[config.mk]
export PLATFORM = sky130hd
export DESIGN_NAME = wb_write_buffer
export DESIGN_NICKNAME = d
export VERILOG_FILES = /design/src/rtl/wb_wbuf_pkg.sv /design/src/rtl/wb_wbuf_fifo.sv /design/src/rtl/wb_write_buffer.sv
export SDC_FILE = /design/constraint.sdc
export NUM_CORES = 1
export LEC_CHECK = 0
export CORE_ASPECT_RATIO = 0.75
export CORE_MARGIN = 8
export CORE_UTILIZATION = 54
export DETAILED_ROUTE_END_ITERATION = 16
export HOLD_SLACK_MARGIN = 0.12
export PLACE_DENSITY = 0.78
export SLEW_MARGIN = 10
export SYNTH_ARGS = -nofsm -noshare
export SYNTH_HDL_FRONTEND = slang
export SYNTH_SLANG_ARGS = --single-unit
[constraint.sdc]
create_clock -name i_clk -period 5.5 [get_ports i_clk]
set_clock_uncertainty 0.05 [all_clocks]
set_input_delay 1.1 -clock i_clk [delete_from_list [all_inputs] [get_ports i_clk]]
set_output_delay 1.1 -clock i_clk [all_outputs]
set_load 0.02 [all_outputs]
[src/rtl/wb_wbuf_pkg.sv]
// Shared types for the posted-write buffer: controller states and the buffered entry layout.
// Latency: n/a (types and constants only).
// Backpressure: n/a.
package wb_wbuf_pkg;

    typedef enum logic [1:0] {
        IDLE  = 2'd0,
        DRAIN = 2'd1,
        READ  = 2'd2,
        RESP  = 2'd3
    } state_t;

    localparam int ENTRY_W = 68;

    // One buffered write: address, byte selects, data (68 bits total).
    typedef struct packed {
        logic [31:0] adr;
        logic [3:0]  sel;
        logic [31:0] dat;
    } entry_t;

endpackage

[src/rtl/wb_wbuf_fifo.sv]
// Synchronous FIFO holding buffered write entries; head is a combinational read of the oldest slot.
// Latency: a push is visible at head on the cycle after the push edge.
// Backpressure: caller must not push when full nor pop when empty; neither is guarded here.
// Ports: clk/rst (async active-high); push/push_dat write side; pop/head read side; full, empty, count status.
module wb_wbuf_fifo #(
    parameter int DEPTH = 4,
    parameter int PTR_W = 2,
    parameter int WIDTH = 68
) (
    input  logic             clk,
    input  logic             rst,
    input  logic             push,
    input  logic [WIDTH-1:0] push_dat,
    input  logic             pop,
    output logic [WIDTH-1:0] head,
    output logic             full,
    output logic             empty,
    output logic [PTR_W:0]   count
);

    localparam logic [PTR_W:0] FULL_CNT = DEPTH[PTR_W:0];

    logic [WIDTH-1:0] mem [DEPTH];
    logic [PTR_W-1:0] wr_ptr;
    logic [PTR_W-1:0] rd_ptr;

    // Pointers wrap naturally because DEPTH is a power of two.
    always_ff @(posedge clk or posedge rst) begin
        if (rst) begin
            wr_ptr <= '0;
            rd_ptr <= '0;
            count  <= '0;
        end else begin
            if (push) wr_ptr <= wr_ptr + PTR_W'(1);
            if (pop)  rd_ptr <= rd_ptr + PTR_W'(1);
            if (push && !pop)
                count <= count + (PTR_W+1)'(1);
            else if (!push && pop)
                count <= count - (PTR_W+1)'(1);
        end
    end

    // Storage needs no reset: pointers alone define which slots are valid.
    always_ff @(posedge clk) begin
        if (push) mem[wr_ptr] <= push_dat;
    end

    assign head  = mem[rd_ptr];
    assign full  = (count == FULL_CNT);
    assign empty = (count == '0);

endmodule

[src/rtl/wb_write_buffer.sv]
// Posted-write buffer between the core Wishbone master and main memory; writes ack on entry, reads wait for drain.
// Latency: write ack 1 cycle after accept; read ack 4 cycles after accept with a 2-cycle memory, from an empty buffer.
// Backpressure: writes stall (no ack) while the FIFO is full; reads stall until the FIFO is empty and memory idle.
// Ports: i_s_* / o_s_* core-side slave port; o_m_* / i_m_* memory-side master port; o_empty idle status.
module wb_write_buffer
    import wb_wbuf_pkg::*;
#(
    parameter int DEPTH = 4,
    parameter int PTR_W = 2
) (
    input  logic        i_clk,
    input  logic        i_rst,
    input  logic [31:0] i_s_adr,
    input  logic [3:0]  i_s_sel,
    input  logic        i_s_we,
    input  logic [31:0] i_s_dat,
    input  logic        i_s_cyc,
    input  logic        i_s_stb,
    output logic [31:0] o_s_dat,
    output logic        o_s_ack,
    output logic        o_s_err,
    output logic [31:0] o_m_adr,
    output logic [3:0]  o_m_sel,
    output logic        o_m_we,
    output logic [31:0] o_m_dat,
    output logic        o_m_cyc,
    output logic        o_m_stb,
    input  logic [31:0] i_m_dat,
    input  logic        i_m_ack,
    input  logic        i_m_err,
    output logic        o_empty
);

    state_t         state;
    entry_t         wr_entry;
    entry_t         head_entry;
    entry_t         next_entry;
    logic [PTR_W:0] count;
    logic           full;
    logic           empty;
    logic           accept;
    logic           push;
    logic           pop;
    logic           rd_start;
    logic           rd_done;
    logic           err_sticky;
    logic           err_report;

    // !o_s_ack keeps a master that holds stb through its ack cycle from being accepted twice.
    assign accept     = i_s_stb && i_s_cyc && !o_s_ack;
    // full is the registered count, so a same-cycle pop never makes room for a push.
    assign push       = accept && i_s_we && !full;
    assign pop        = (state == DRAIN) && (i_m_ack || i_m_err);
    assign rd_start   = accept && !i_s_we && empty && (state == IDLE);
    assign rd_done    = (state == READ) && (i_m_ack || i_m_err);
    assign err_report = push || rd_done;
    assign wr_entry   = '{adr: i_s_adr, sel: i_s_sel, dat: i_s_dat};
    // With an empty FIFO the entry being pushed is about to become the head, so start
    // draining it straight away instead of waiting a cycle for count to update.
    assign next_entry = empty ? wr_entry : head_entry;
    assign o_empty    = (count == '0) && (state == IDLE);

    wb_wbuf_fifo #(
        .DEPTH (DEPTH),
        .PTR_W (PTR_W),
        .WIDTH (ENTRY_W)
    ) u_fifo (
        .clk      (i_clk),
        .rst      (i_rst),
        .push     (push),
        .push_dat (wr_entry),
        .pop      (pop),
        .head     (head_entry),
        .full     (full),
        .empty    (empty),
        .count    (count)
    );

    always_ff @(posedge i_clk or posedge i_rst) begin
        if (i_rst) begin
            state      <= IDLE;
            err_sticky <= 1'b0;
            o_s_dat    <= '0;
            o_s_ack    <= 1'b0;
            o_s_err    <= 1'b0;
            o_m_adr    <= '0;
            o_m_sel    <= '0;
            o_m_we     <= 1'b0;
            o_m_dat    <= '0;
            o_m_cyc    <= 1'b0;
            o_m_stb    <= 1'b0;
        end else begin
            o_s_ack <= 1'b0;
            o_s_err <= 1'b0;

            // A drain error raised on the same edge as a core ack is held for the following ack.
            err_sticky <= (err_sticky && !err_report) || (pop && i_m_err);

            if (push) begin
                o_s_ack <= 1'b1;
                o_s_err <= err_sticky;
            end

            case (state)
                IDLE: begin
                    // Draining takes priority over a waiting read.
                    if (!empty || push) begin
                        state   <= DRAIN;
                        o_m_adr <= next_entry.adr;
                        o_m_sel <= next_entry.sel;
                        o_m_dat <= next_entry.dat;
                        o_m_we  <= 1'b1;
                        o_m_cyc <= 1'b1;
                        o_m_stb <= 1'b1;
                    end else if (rd_start) begin
                        state   <= READ;
                        o_m_adr <= i_s_adr;
                        o_m_sel <= i_s_sel;
                        o_m_dat <= '0;
                        o_m_we  <= 1'b0;
                        o_m_cyc <= 1'b1;
                        o_m_stb <= 1'b1;
                    end
                end
                DRAIN: begin
                    // Dropping stb here guarantees an idle gap between memory writes.
                    if (pop) begin
                        state   <= IDLE;
                        o_m_we  <= 1'b0;
                        o_m_cyc <= 1'b0;
                        o_m_stb <= 1'b0;
                    end
                end
                READ: begin
                    if (rd_done) begin
                        state   <= RESP;
                        o_m_cyc <= 1'b0;
                        o_m_stb <= 1'b0;
                        o_s_dat <= i_m_dat;
                        o_s_ack <= i_m_ack;
                        o_s_err <= i_m_err || err_sticky;
                    end
                end
                RESP: begin
                    state <= IDLE;
                end
                default: begin
                    state <= IDLE;
                end
            endcase
        end
    end

endmodule
==> results.md, run 1 <==
* Most common library cell in the layout ignoring fill and taps: sky130_fd_sc_hd__edfxtp_1
* Half-perimeter wire length of the detailed placement result at 19930 um
* Post-route clock period utilization at 0.7494
* Source-to-sink clock delay at the later pin of the worst-skew pair at 0.51 ns
* Hold crit path type: flip-flop to flip-flop
* Reg-to-reg setup timing slack at 2.65 ns
* Vias post-DR at 8032
* Port buffer count at 212
* Initial DRT Pass Iterations at 5
* Crit path time final at 4.121 ns
* Number of vias per cell at 5.884
* Result of the run: finished clean
* Grt ovf at 0
* Post-CTS clock slew at the launch and capture registers of the worst setup and hold paths at 0.06 ns
* Count of final max-slew check failures at 0
* Arrival time reported for the critical path endpoint at 2.97 ns
* Worst IR Drop VDD at 0.3139 mV
* Sinks on the clock net at 386
* Total negative setup slack at 0 ns
* All-layer global routing usage at 0.1957
* Vert. Die Dim at 159.1 um
* Setup repair after global routing missed its margin: false
* Required time reported for the critical path endpoint at 4.35 ns
* Wire length of the first global-routing pass at 50060 um
* Number of warnings reported in the yosys synthesis log at 0
* Final setup viols at 0
* Initial antenna violation count at 2
* Routed length per placed instance at 23.41 um
* Detailed Route Iter0 Violations at 522
* Synthesized netlist net count at 886
* Die area at 32910 um^2
* CP Launch Type: flip-flop
* Distinct cells, synth at 36
* Vias in the first global route at 8530
* Largest net degree at the start of global routing at 70
* Starting Density at 0.5475
* Crit end category: output port
* Number of buffers inserted during clock tree synthesis at 37
* Clock Path Buffers at 3
* Launch instance of the worst register-to-register path: o_s_ack
* Fraction of registers with async set or reset after synthesis at 0.2953
* Highest clock rate at 0.2426 GHz
* Number of buffers inserted to repair setup after CTS at 0
* Final WL at 31950 um
* Leak at 6.420 nW
* Final instance area at 18360 um^2
* Pwr/cell area at 557.4 nW/um^2
* Worst-path maximum fanout at 42
* Commonest non-fill, non-tap cells in the layout: 272 x sky130_fd_sc_hd__edfxtp_1, 212 x sky130_fd_sc_hd__clkdlybuf4s50_1, 112 x sky130_fd_sc_hd__dfrtp_1, 68 x sky130_fd_sc_hd__mux4_2, 41 x sky130_fd_sc_hd__nor2_1
* Resized cells post-CTS at 0
* Die boundary width at 206.8 um
* Overall Power at 10.23 mW
* Number of routed nets with antenna violations at 0
* Netlist Area Pre-Place at 14750 um^2
* Final GP Congestion at 0.7613
* IO Pins at 213
* Hold path cells at 1
* Primary FF master, synth: sky130_fd_sc_hd__edfxtp_1
* Proportion of layout cells with a drive suffix above 1 at 0.1815
* Maximum capacitance violations at 0
* Area after detailed placement at 17160 um^2
* Nets at 1102
* Number of enable flip-flop cells after synthesis at 272
* Clock tree from TritonCTS: yes
* Worst-case reg-to-reg path depth at 4
* Worst Hold Path EP: o_s_dat[28]
* Total inserted antenna cells at 0
* Part of the Yosys area used for sequential elements at 0.7473
* Relative slew margins at 0.2778
* Post-synthesis area per instance at 19.15 um^2
* Mapped Cells at 770
* Number of levels in the clock H-tree at 2
* Slew at the pin closest to its max-slew limit at 1.083 ns
* Core region area at 26940 um^2
* CTS root buf: sky130_fd_sc_hd__clkbuf_16
* DRC violations left at 0
* Final count of hold timing violations at 0
* Critical path class: flip-flop to output port
* Cell row count at 52
* End of the worst register-to-register path: u_fifo.mem[1][33]
* Post-cts hold buffer count at 0
* Hold Crit Start: o_s_dat[28]
* Layout overhead on the synthesized area at 24.47%
* Seq cells post-synth at 386
==> layout make-up <==
| class | instances | area [um^2] |
|---|---|---|
| sequential | 386 | 11030 |
| tap | 351 | 439.2 |
| multi-input combinational | 331 | 3470 |
| clock inverter | 21 | 183.9 |
| clock buffer | 46 | 1010 |
| inverter | 9 | 36.28 |
| fill | 1749 | 8579 |
| timing repair buffer | 221 | 2190 |
==> cells in the mapped netlist, types with 9 or more instances <==
library cell | count | area, um^2
sky130_fd_sc_hd__nor2b_1 | 32 | 200.2
sky130_fd_sc_hd__nand2_1 | 9 | 33.78
sky130_fd_sc_hd__inv_1 | 9 | 33.78
sky130_fd_sc_hd__edfxtp_1 | 272 | 8168
sky130_fd_sc_hd__a21oi_1 | 37 | 185.2
sky130_fd_sc_hd__clkbuf_1 | 19 | 71.32
sky130_fd_sc_hd__o22ai_1 | 37 | 231.5
sky130_fd_sc_hd__mux2_2 | 36 | 405.4
sky130_fd_sc_hd__dfrtp_1 | 114 | 2853
sky130_fd_sc_hd__mux4_2 | 68 | 1531
sky130_fd_sc_hd__a221o_1 | 32 | 320.3
sky130_fd_sc_hd__buf_2 | 15 | 75.07
sky130_fd_sc_hd__nor2_1 | 41 | 153.9
==> sequential cells by signal, summed over array words and instances, names as in the netlist <==
signal and count:
err_sticky 1, o_m_adr 32, o_m_dat 32, o_m_sel 4, o_m_stb 1, o_m_we 1
o_s_ack 1, o_s_dat 32, o_s_err 1, state 2, u_fifo.count 3, u_fifo.mem 272
u_fifo.rd_ptr 2, u_fifo.wr_ptr 2
==> cells by family after synthesis <==
group,share of synthesized area
flip-flops,0.7473
AO/OA/AOI/OAI,0.05795
multiplexers,0.1313
AND/OR/NAND/NOR,0.03266
buffers and inverters,0.01909
adder cells (fa/ha/maj),0.008145
XOR/XNOR,0.003563
==> metrics by stage <==
| step | hold WS, ns | utilization | setup slack [ns] | instances |
|---|---|---|---|---|
| floorplan | 0.4463 | - | 1.334 | 770 |
| global placement | 0.4360 | 0.6372 | 1.618 | 1298 |
| detailed placement | 0.4413 | 0.6372 | 1.538 | 1298 |
| CTS | 0.4554 | 0.6815 | 1.336 | 1365 |
| global route | 0.4644 | 0.6815 | 1.258 | 1365 |
| finish | 0.4542 | 0.6815 | 1.379 | 1365 |
==> power by group <==
part / switching [mW] / internal, mW / total [mW]
registers: 0.493 / 3.68 / 4.17
logic: 1.75 / 1.82 / 3.58
clock network: 1.04 / 1.45 / 2.48
total: 3.28 / 6.95 / 10.2
==> metal layers <==
layer,share of wire,track usage,up-vias
met5,0.00078,0,-
met4,0.014,0.03825,4
met3,0.088,0.05612,50
met2,0.46,0.3020,334
met1,0.44,0.2776,4135
li1,-,-,3509
==> worst max path at each step <==
stage	startpoint	to	slack [ns]	depth (start not counted)
final	state[1]	o_empty	1.38	6
after global routing	state[1]	o_empty	1.26	6
after global placement	i_s_cyc	u_fifo.mem[2][5]	1.62	5
after floorplan	i_rst	err_sticky	1.33	1
after detailed placement	i_s_cyc	u_fifo.mem[1][4]	1.54	5
after CTS	state[1]	o_empty	1.34	6
==> critical path: stages (launching register included) <==
cell                              delay [ns]
sky130_fd_sc_hd__dfrtp_1                0.40
sky130_fd_sc_hd__inv_1                  0.09
sky130_fd_sc_hd__ha_2                   0.16
sky130_fd_sc_hd__buf_4                  0.41
sky130_fd_sc_hd__or4b_4                 0.57
sky130_fd_sc_hd__inv_1                  0.15
sky130_fd_sc_hd__clkdlybuf4s50_1        0.68
No activity file was read; power rests on OpenSTA's default activity.
==> run 2, diff against run 1 <==
clock period = 4.32 ns   (was 5.5 ns; I/O delays follow)
==> run 2 against run 1 <==
Net effect:
- critical path depth is 1 lower
- final cell count grew 0.59%
- sequential share of layout area down 0.28 points
- worst setup slack worse by 0.49 ns
- worst hold slack improved by 0.0020 ns
- utilization increased by 0.32 points
- sequential power up 27%
==> results.md, run 2 (synthesized netlist as in run 1, its figures left out) <==
* Final WL at 33120 um (was 31950 um)
* Pwr/cell area at 704.4 nW/um^2 (was 557.4 nW/um^2)
* Flip-flop count of the largest register, all copies and words added at 272 (unchanged)
* Largest net degree at the start of global routing at 70 (unchanged)
* Crit path cell chain: inv_1, ha_2, or4b_4, inv_1, clkdlybuf4s50_1 (was inv_1, ha_2, buf_4, or4b_4, inv_1, clkdlybuf4s50_1)
* Vias in the first global route at 8616 (was 8530)
* Total net switching power at 4.214 mW (was 3.284 mW)
* Sinks on the clock net at 386 (unchanged)
* Initial antenna violation count at 3 (was 2)
* Number of levels in the clock H-tree at 2 (unchanged)
* Overall Power at 12.99 mW (was 10.23 mW)
* Post-CTS clock slew at the launch and capture registers of the worst setup and hold paths at 0.06 ns (about the same)
* Metal3 WL at 3038 um (was 2800 um)
* Number of vias per cell at 5.892 (was 5.884)
* Critical path class: flip-flop to output port (unchanged)
* Detailed Route Iter0 Violations at 608 (was 522)
* Post-route clock period utilization at 0.7943
* Clock Path Buffers at 3 (unchanged)
* CP Launch Type: flip-flop (unchanged)
* Number of buffers inserted during clock tree synthesis at 37 (unchanged)
* Total internal power at 8.777 mW (was 6.949 mW)
* Wire length on met2 at 15350 um (was 14660 um)
* Post-cts hold buffer count at 0 (unchanged)
* Wire length of the first global-routing pass at 51380 um (was 50060 um)
* Maximum capacitance violations at 0 (unchanged)
* Detailed-route wire length on metal 1 at 14290 um (was 14020 um)
* Source-to-sink clock delay at the later pin of the worst-skew pair at 0.51 ns (about the same)
* Die boundary width at 206.8 um (unchanged)
* Worst IR Drop VDD at 0.4299 mV (was 0.3139 mV)
* Final GP Congestion at 0.7410 (was 0.7613)
* Grt ovf at 0 (unchanged)
* Proportion of layout cells with a drive suffix above 1 at 0.1849 (was 0.1815)
* Commonest non-fill, non-tap cells in the layout: 272 x sky130_fd_sc_hd__edfxtp_1, 212 x sky130_fd_sc_hd__clkdlybuf4s50_1, 112 x sky130_fd_sc_hd__dfrtp_1, 68 x sky130_fd_sc_hd__mux4_2, 41 x sky130_fd_sc_hd__nor2_1 (unchanged)
* CTS root buf: sky130_fd_sc_hd__clkbuf_16 (unchanged)
* Port buffer count at 212 (unchanged)
* Highest clock rate at 0.2914 GHz
* Resized cells post-CTS at 0 (unchanged)
* Result of the run: finished clean (unchanged)
* Routed length per placed instance at 24.12 um (was 23.41 um)
* Leak at 6.459 nW (was 6.420 nW)
* Clock tree from TritonCTS: yes (unchanged)
* Vert. Die Dim at 159.1 um (unchanged)
* Crit path buf inv count at 3 (was 4)
* Clock network power share at 0.236 (was 0.243)
* Crit path max-delay family: buffers and inverters (unchanged)
* Count of final max-slew check failures at 0 (unchanged)
* Proportion of power drawn by flip-flops and latches at 0.408 (about the same)
* All-layer global routing usage at 0.2008 (was 0.1957)
* Starting Density at 0.5475 (unchanged)
* Total negative setup slack at 0 ns (unchanged)
* CP max stage delay at 0.70 ns (was 0.68 ns)
* Total inserted antenna cells at 0 (unchanged)
* Hold crit path type: flip-flop to flip-flop (unchanged)
* Gate power share at 0.357 (was 0.349)
* Reg with most FFs: u_fifo.mem (unchanged)
* Slew at the pin closest to its max-slew limit at 1.116 ns (was 1.083 ns)
* Crit end category: output port (unchanged)
* Most common library cell in the layout ignoring fill and taps: sky130_fd_sc_hd__edfxtp_1 (unchanged)
* Crit path time final at 3.431 ns
* Crit-path most repeated cell: sky130_fd_sc_hd__inv_1 (unchanged)
* Slowest cell on the critical path: sky130_fd_sc_hd__clkdlybuf4s50_1 (unchanged)
* Arrival time reported for the critical path endpoint at 2.52 ns (was 2.97 ns)
* Worst-path maximum fanout at 3 (was 42)
* Cell row count at 52 (unchanged)
* Switching part of the total power at 0.3244 (was 0.3209)
* Number of buffers inserted to repair setup after CTS at 0 (unchanged)
* Layout overhead on the synthesized area at 25.04% (was 24.47%)
* Initial DRT Pass Iterations at 5 (unchanged)
* Vias post-DR at 8090 (was 8032)
* Setup repair after global routing missed its margin: false (unchanged)
* Half-perimeter wire length of the detailed placement result at 20770 um (was 19930 um)
* IO Pins at 213 (unchanged)
* Number of fillers in the final layout at 1758 (was 1749)
* Number of routed nets with antenna violations at 0 (unchanged)
* Nets at 1109 (was 1102)
* Relative slew margins at 0.2561 (was 0.2778)
* Highest routed metal layer: met5 (unchanged)
* DRC violations left at 0 (unchanged)
* Combined flip-flop and latch cell area at 11030 um^2 (unchanged)
* Required time reported for the critical path endpoint at 3.41 ns (was 4.35 ns)
* Area used by multi-input combinational logic at 3470 um^2 (unchanged)
* Final setup viols at 0 (unchanged)
* Core region area at 26940 um^2 (unchanged)
* Final count of hold timing violations at 0 (unchanged)
* Die area at 32910 um^2 (unchanged)
[run 2: changes by cell type in the layout (fill, tap and decap cells not counted), sizes merged]
cell | previous run | this run
buf | 9 | 16
bufinv | 3 | 0
clkinvlp | 2 | 1
clkbuf | 46 | 57
clkinv | 14 | 8
[run 2: per-layer routing]
metal | up-vias | GRT usage
li1 | 3514 | -
met1 | 4221 | 0.2805
met2 | 311 | 0.3127
met3 | 38 | 0.06039
met4 | 6 | 0.03890
met5 | - | 0
[run 2: power by group through the flow]
stage | registers (mW) | clock network (mW) | logic, mW
floorplan | 5.63 | 0 | 2.53
global placement | 5.35 | 0 | 4.54
detailed placement | 5.38 | 0 | 4.67
CTS | 5.31 | 3.12 | 4.70
global route | 5.41 | 3.25 | 4.97
finish | 5.29 | 3.06 | 4.63
[run 2: final cells by class]
class                   count  area share
repair buffers            228      0.1257
flip-flops and latches    386      0.5980
multi-input cells         331      0.1881
clock inverters            11    0.003460
well taps                 351     0.02381
clock buffers              57     0.05896
inverters                   9    0.001968
[run 2: stage by stage]
step	util	cells	hold slack, ns	setup WS [ns]	area [um^2]
6_report	0.6846	1373	0.4562	0.8887	18440
4_1_cts	0.6846	1373	0.4563	0.8589	18440
2_1_floorplan	-	770	0.4463	0.3903	14750
3_3_place_gp	0.6419	1305	0.4372	0.8324	17290
3_5_place_dp	0.6419	1305	0.4423	0.7687	17290
5_1_grt	0.6846	1373	0.4718	0.8177	18440
[run 2: path summary, 6_finish.rpt]
kind,start,slack [ns],endpoint,cells after the start
min in group asynchronous,i_rst,0.65,o_s_dat[20],2
worst min-delay path,o_s_dat[26],0.46,o_s_dat[26],1
max in group asynchronous,i_rst,2.73,o_m_adr[14],3
worst max-delay path,state[0],0.89,o_empty,5
worst min register to register,o_s_dat[26],0.46,o_s_dat[26],1
worst max register to register,o_s_ack,1.63,u_fifo.count[2],9
==> run 3, diff against run 2 <==
clock period = 3.6 ns   (was 4.32 ns; I/O delays follow)
==> run 3 against run 2 <==
Net effect:
- final area rose by 0.61%
- register-to-register slack got worse by 0.35 ns
- first-iteration DRC count rose by 4.1%
- worst hold slack got worse by 0.0031 ns
- wire length fell by 0.46%
- final cell count rose by 0.44%
- worst setup slack got worse by 0.59 ns
==> results.md, run 3 (synthesized netlist as in run 1, its figures left out) <==
* Slew at the pin closest to its max-slew limit at 0.9973 ns (was 1.116 ns)
* Crit path cell chain: inv_1, ha_2, or4b_4, inv_1, clkdlybuf4s50_1 (unchanged)
* Final instance area at 18550 um^2 (was 18440 um^2)
* Sinks on the clock net at 386 (unchanged)
* Number of levels in the clock H-tree at 2 (unchanged)
* Post-route clock period utilization at 0.9175
* Worst-path maximum fanout at 3 (unchanged)
* CP Launch Type: flip-flop (unchanged)
* Pre-CTS setup slack at 0.5294 ns (was 0.7687 ns)
* Port buffer count at 212 (unchanged)
* Vias post-DR at 8157 (was 8090)
* Worst IR Drop VDD at 0.5762 mV (was 0.4299 mV)
* Final GP Congestion at 0.7380 (was 0.7410)
* DRC violations left at 0 (unchanged)
* Crit path max-delay family: buffers and inverters (unchanged)
* Area after detailed placement at 17370 um^2 (was 17290 um^2)
* Gate power share at 0.360 (was 0.357)
* Die area at 32910 um^2 (unchanged)
* Required time reported for the critical path endpoint at 2.83 ns (was 3.41 ns)
* Hold crit path type: flip-flop to flip-flop (unchanged)
* CTS root buf: sky130_fd_sc_hd__clkbuf_16 (unchanged)
* Number of buffers inserted during clock tree synthesis at 37 (unchanged)
* Grt ovf at 0 (unchanged)
* Layout overhead on the synthesized area at 25.81% (was 25.04%)
* Crit-path most repeated cell: sky130_fd_sc_hd__inv_1 (unchanged)
* Clock Path Buffers at 3 (unchanged)
* Setup repair after global routing missed its margin: false (unchanged)
* Total negative setup slack at 0 ns (unchanged)
* Starting Density at 0.5475 (unchanged)
* Critical path class: flip-flop to output port (unchanged)
* Most common library cell in the layout ignoring fill and taps: sky130_fd_sc_hd__edfxtp_1 (unchanged)
* Maximum capacitance violations at 0 (unchanged)
* Resized cells post-CTS at 0 (unchanged)
* Routed length per placed instance at 23.91 um (was 24.12 um)
* Total internal power at 10.65 mW (was 8.777 mW)
* Proportion of power drawn by flip-flops and latches at 0.401 (was 0.408)
* Slowest cell on the critical path: sky130_fd_sc_hd__clkdlybuf4s50_1 (unchanged)
* Die boundary width at 206.8 um (unchanged)
* Detailed Route Iter0 Violations at 633 (was 608)
* Final WL at 32970 um (was 33120 um)
* Total net switching power at 5.065 mW (was 4.214 mW)
* Cell row count at 52 (unchanged)
* Clock tree from TritonCTS: yes (unchanged)
* Crit end category: output port (unchanged)
* Number of fillers in the final layout at 1762 (was 1758)
* Source-to-sink clock delay at the later pin of the worst-skew pair at 0.51 ns (about the same)
* Vert. Die Dim at 159.1 um (unchanged)
* IO Pins at 213 (unchanged)
* All-layer global routing usage at 0.2002 (was 0.2008)
* Arrival time reported for the critical path endpoint at 2.53 ns (was 2.52 ns)
* Half-perimeter wire length of the detailed placement result at 21040 um (was 20770 um)
* Number of routed nets with antenna violations at 0 (unchanged)
* Core region area at 26940 um^2 (unchanged)
* Vias in the first global route at 8534 (was 8616)
* Non-filler instance count after layout at 1379 (was 1373)
* Nets at 1115 (was 1109)
* Proportion of layout cells with a drive suffix above 1 at 0.1877 (was 0.1849)
* Overall Power at 15.71 mW (was 12.99 mW)
* CP max stage delay at 0.68 ns (was 0.70 ns)
* Highest clock rate at 0.3028 GHz
* Leak at 6.508 nW (was 6.459 nW)
* Final setup viols at 0 (unchanged)
* Total placed cells including tap cells at 1311 (was 1305)
* Depth of the critical timing path with buffers and inverters included at 5 (unchanged)
* Crit path buf inv count at 3 (unchanged)
* Clock network power share at 0.238 (was 0.236)
* Pwr/cell area at 846.7 nW/um^2 (was 704.4 nW/um^2)
* Count of final max-slew check failures at 0 (unchanged)
* Relative slew margins at 0.3352 (was 0.2561)
* Post-cts hold buffer count at 0 (unchanged)
* Number of buffers inserted to repair setup after CTS at 0 (unchanged)
* Wire length of the first global-routing pass at 50940 um (was 51380 um)
* Commonest non-fill, non-tap cells in the layout: 272 x sky130_fd_sc_hd__edfxtp_1, 212 x sky130_fd_sc_hd__clkdlybuf4s50_1, 112 x sky130_fd_sc_hd__dfrtp_1, 68 x sky130_fd_sc_hd__mux4_2, 41 x sky130_fd_sc_hd__nor2_1 (unchanged)
* Initial DRT Pass Iterations at 6 (was 5)
* Total inserted antenna cells at 0 (unchanged)
* Switching part of the total power at 0.3224 (was 0.3244)
* Worst-case reg-to-reg path depth at 4 (was 9)
* Final count of hold timing violations at 0 (unchanged)
* Initial antenna violation count at 3 (unchanged)
* Flip-flop count of the largest register, all copies and words added at 272 (unchanged)
* Hold path cells at 1 (unchanged)
* Largest net degree at the start of global routing at 115 (was 70)
* Crit path time final at 3.303 ns
* Reg with most FFs: u_fifo.mem (unchanged)
* Post-CTS clock slew at the launch and capture registers of the worst setup and hold paths at 0.06 ns (about the same)
* Result of the run: finished clean (unchanged)
* Worst setup slack after layout at 0.2970 ns (was 0.8887 ns)
* Number of vias per cell at 5.915 (was 5.892)
-- run 3: area by class of cell --
type,instances,area [um^2],area share
flip-flops and latches,386,11030,0.5944
multi-input cells,331,3470,0.1870
repair buffers,234,2400,0.1293
clock buffers,56,1090,0.05874
well taps,351,439.2,0.02367
clock inverters,12,90.09,0.004855
inverters,9,37.54,0.002023
-- run 3: path summary, 6_finish.rpt --
check,startpoint,slack (ns),end
min in group asynchronous,i_rst,0.71,o_m_dat[21]
worst max register to register,u_fifo.rd_ptr[0],1.28,o_m_dat[30]
max in group asynchronous,i_rst,2.29,u_fifo.rd_ptr[1]
worst min-delay path,o_s_dat[12],0.45,o_s_dat[12]
worst min register to register,o_s_dat[12],0.45,o_s_dat[12]
worst max-delay path,state[0],0.30,o_empty
-- run 3: through the flow --
step | hold WS (ns) | util
finish | 0.4531 | 0.6888
global route | 0.4731 | 0.6888
CTS | 0.4581 | 0.6888
detailed placement | 0.4415 | 0.6450
global placement | 0.4362 | 0.6450
floorplan | 0.4463 | -
-- run 3: routing by layer --
| layer | share of wire | track usage | up-vias |
|---|---|---|---|
| li1 | - | - | 3532 |
| met2 | 0.46 | 0.3067 | 338 |
| met3 | 0.088 | 0.05307 | 61 |
| met5 | 0.0011 | 0 | - |
| met1 | 0.43 | 0.2867 | 4220 |
| met4 | 0.020 | 0.04506 | 6 |
-- run 3: worst reg2reg max path: stages (launching register included) --
cell and delay, ns:
sky130_fd_sc_hd__dfrtp_4 0.79, sky130_fd_sc_hd__buf_12 0.33, sky130_fd_sc_hd__mux4_2 0.59, sky130_fd_sc_hd__nor2b_1 0.16
sky130_fd_sc_hd__a221o_1 0.30
-- run 3: power groups by stage --
stage	Sequential [mW]	Clock, mW	Combinational [mW]
6_report	6.30	3.74	5.66
5_1_grt	6.42	3.98	6.10
4_1_cts	6.32	3.82	5.74
3_5_place_dp	6.40	0	5.70
3_3_place_gp	6.37	0	5.59
2_1_floorplan	6.76	0	3.04
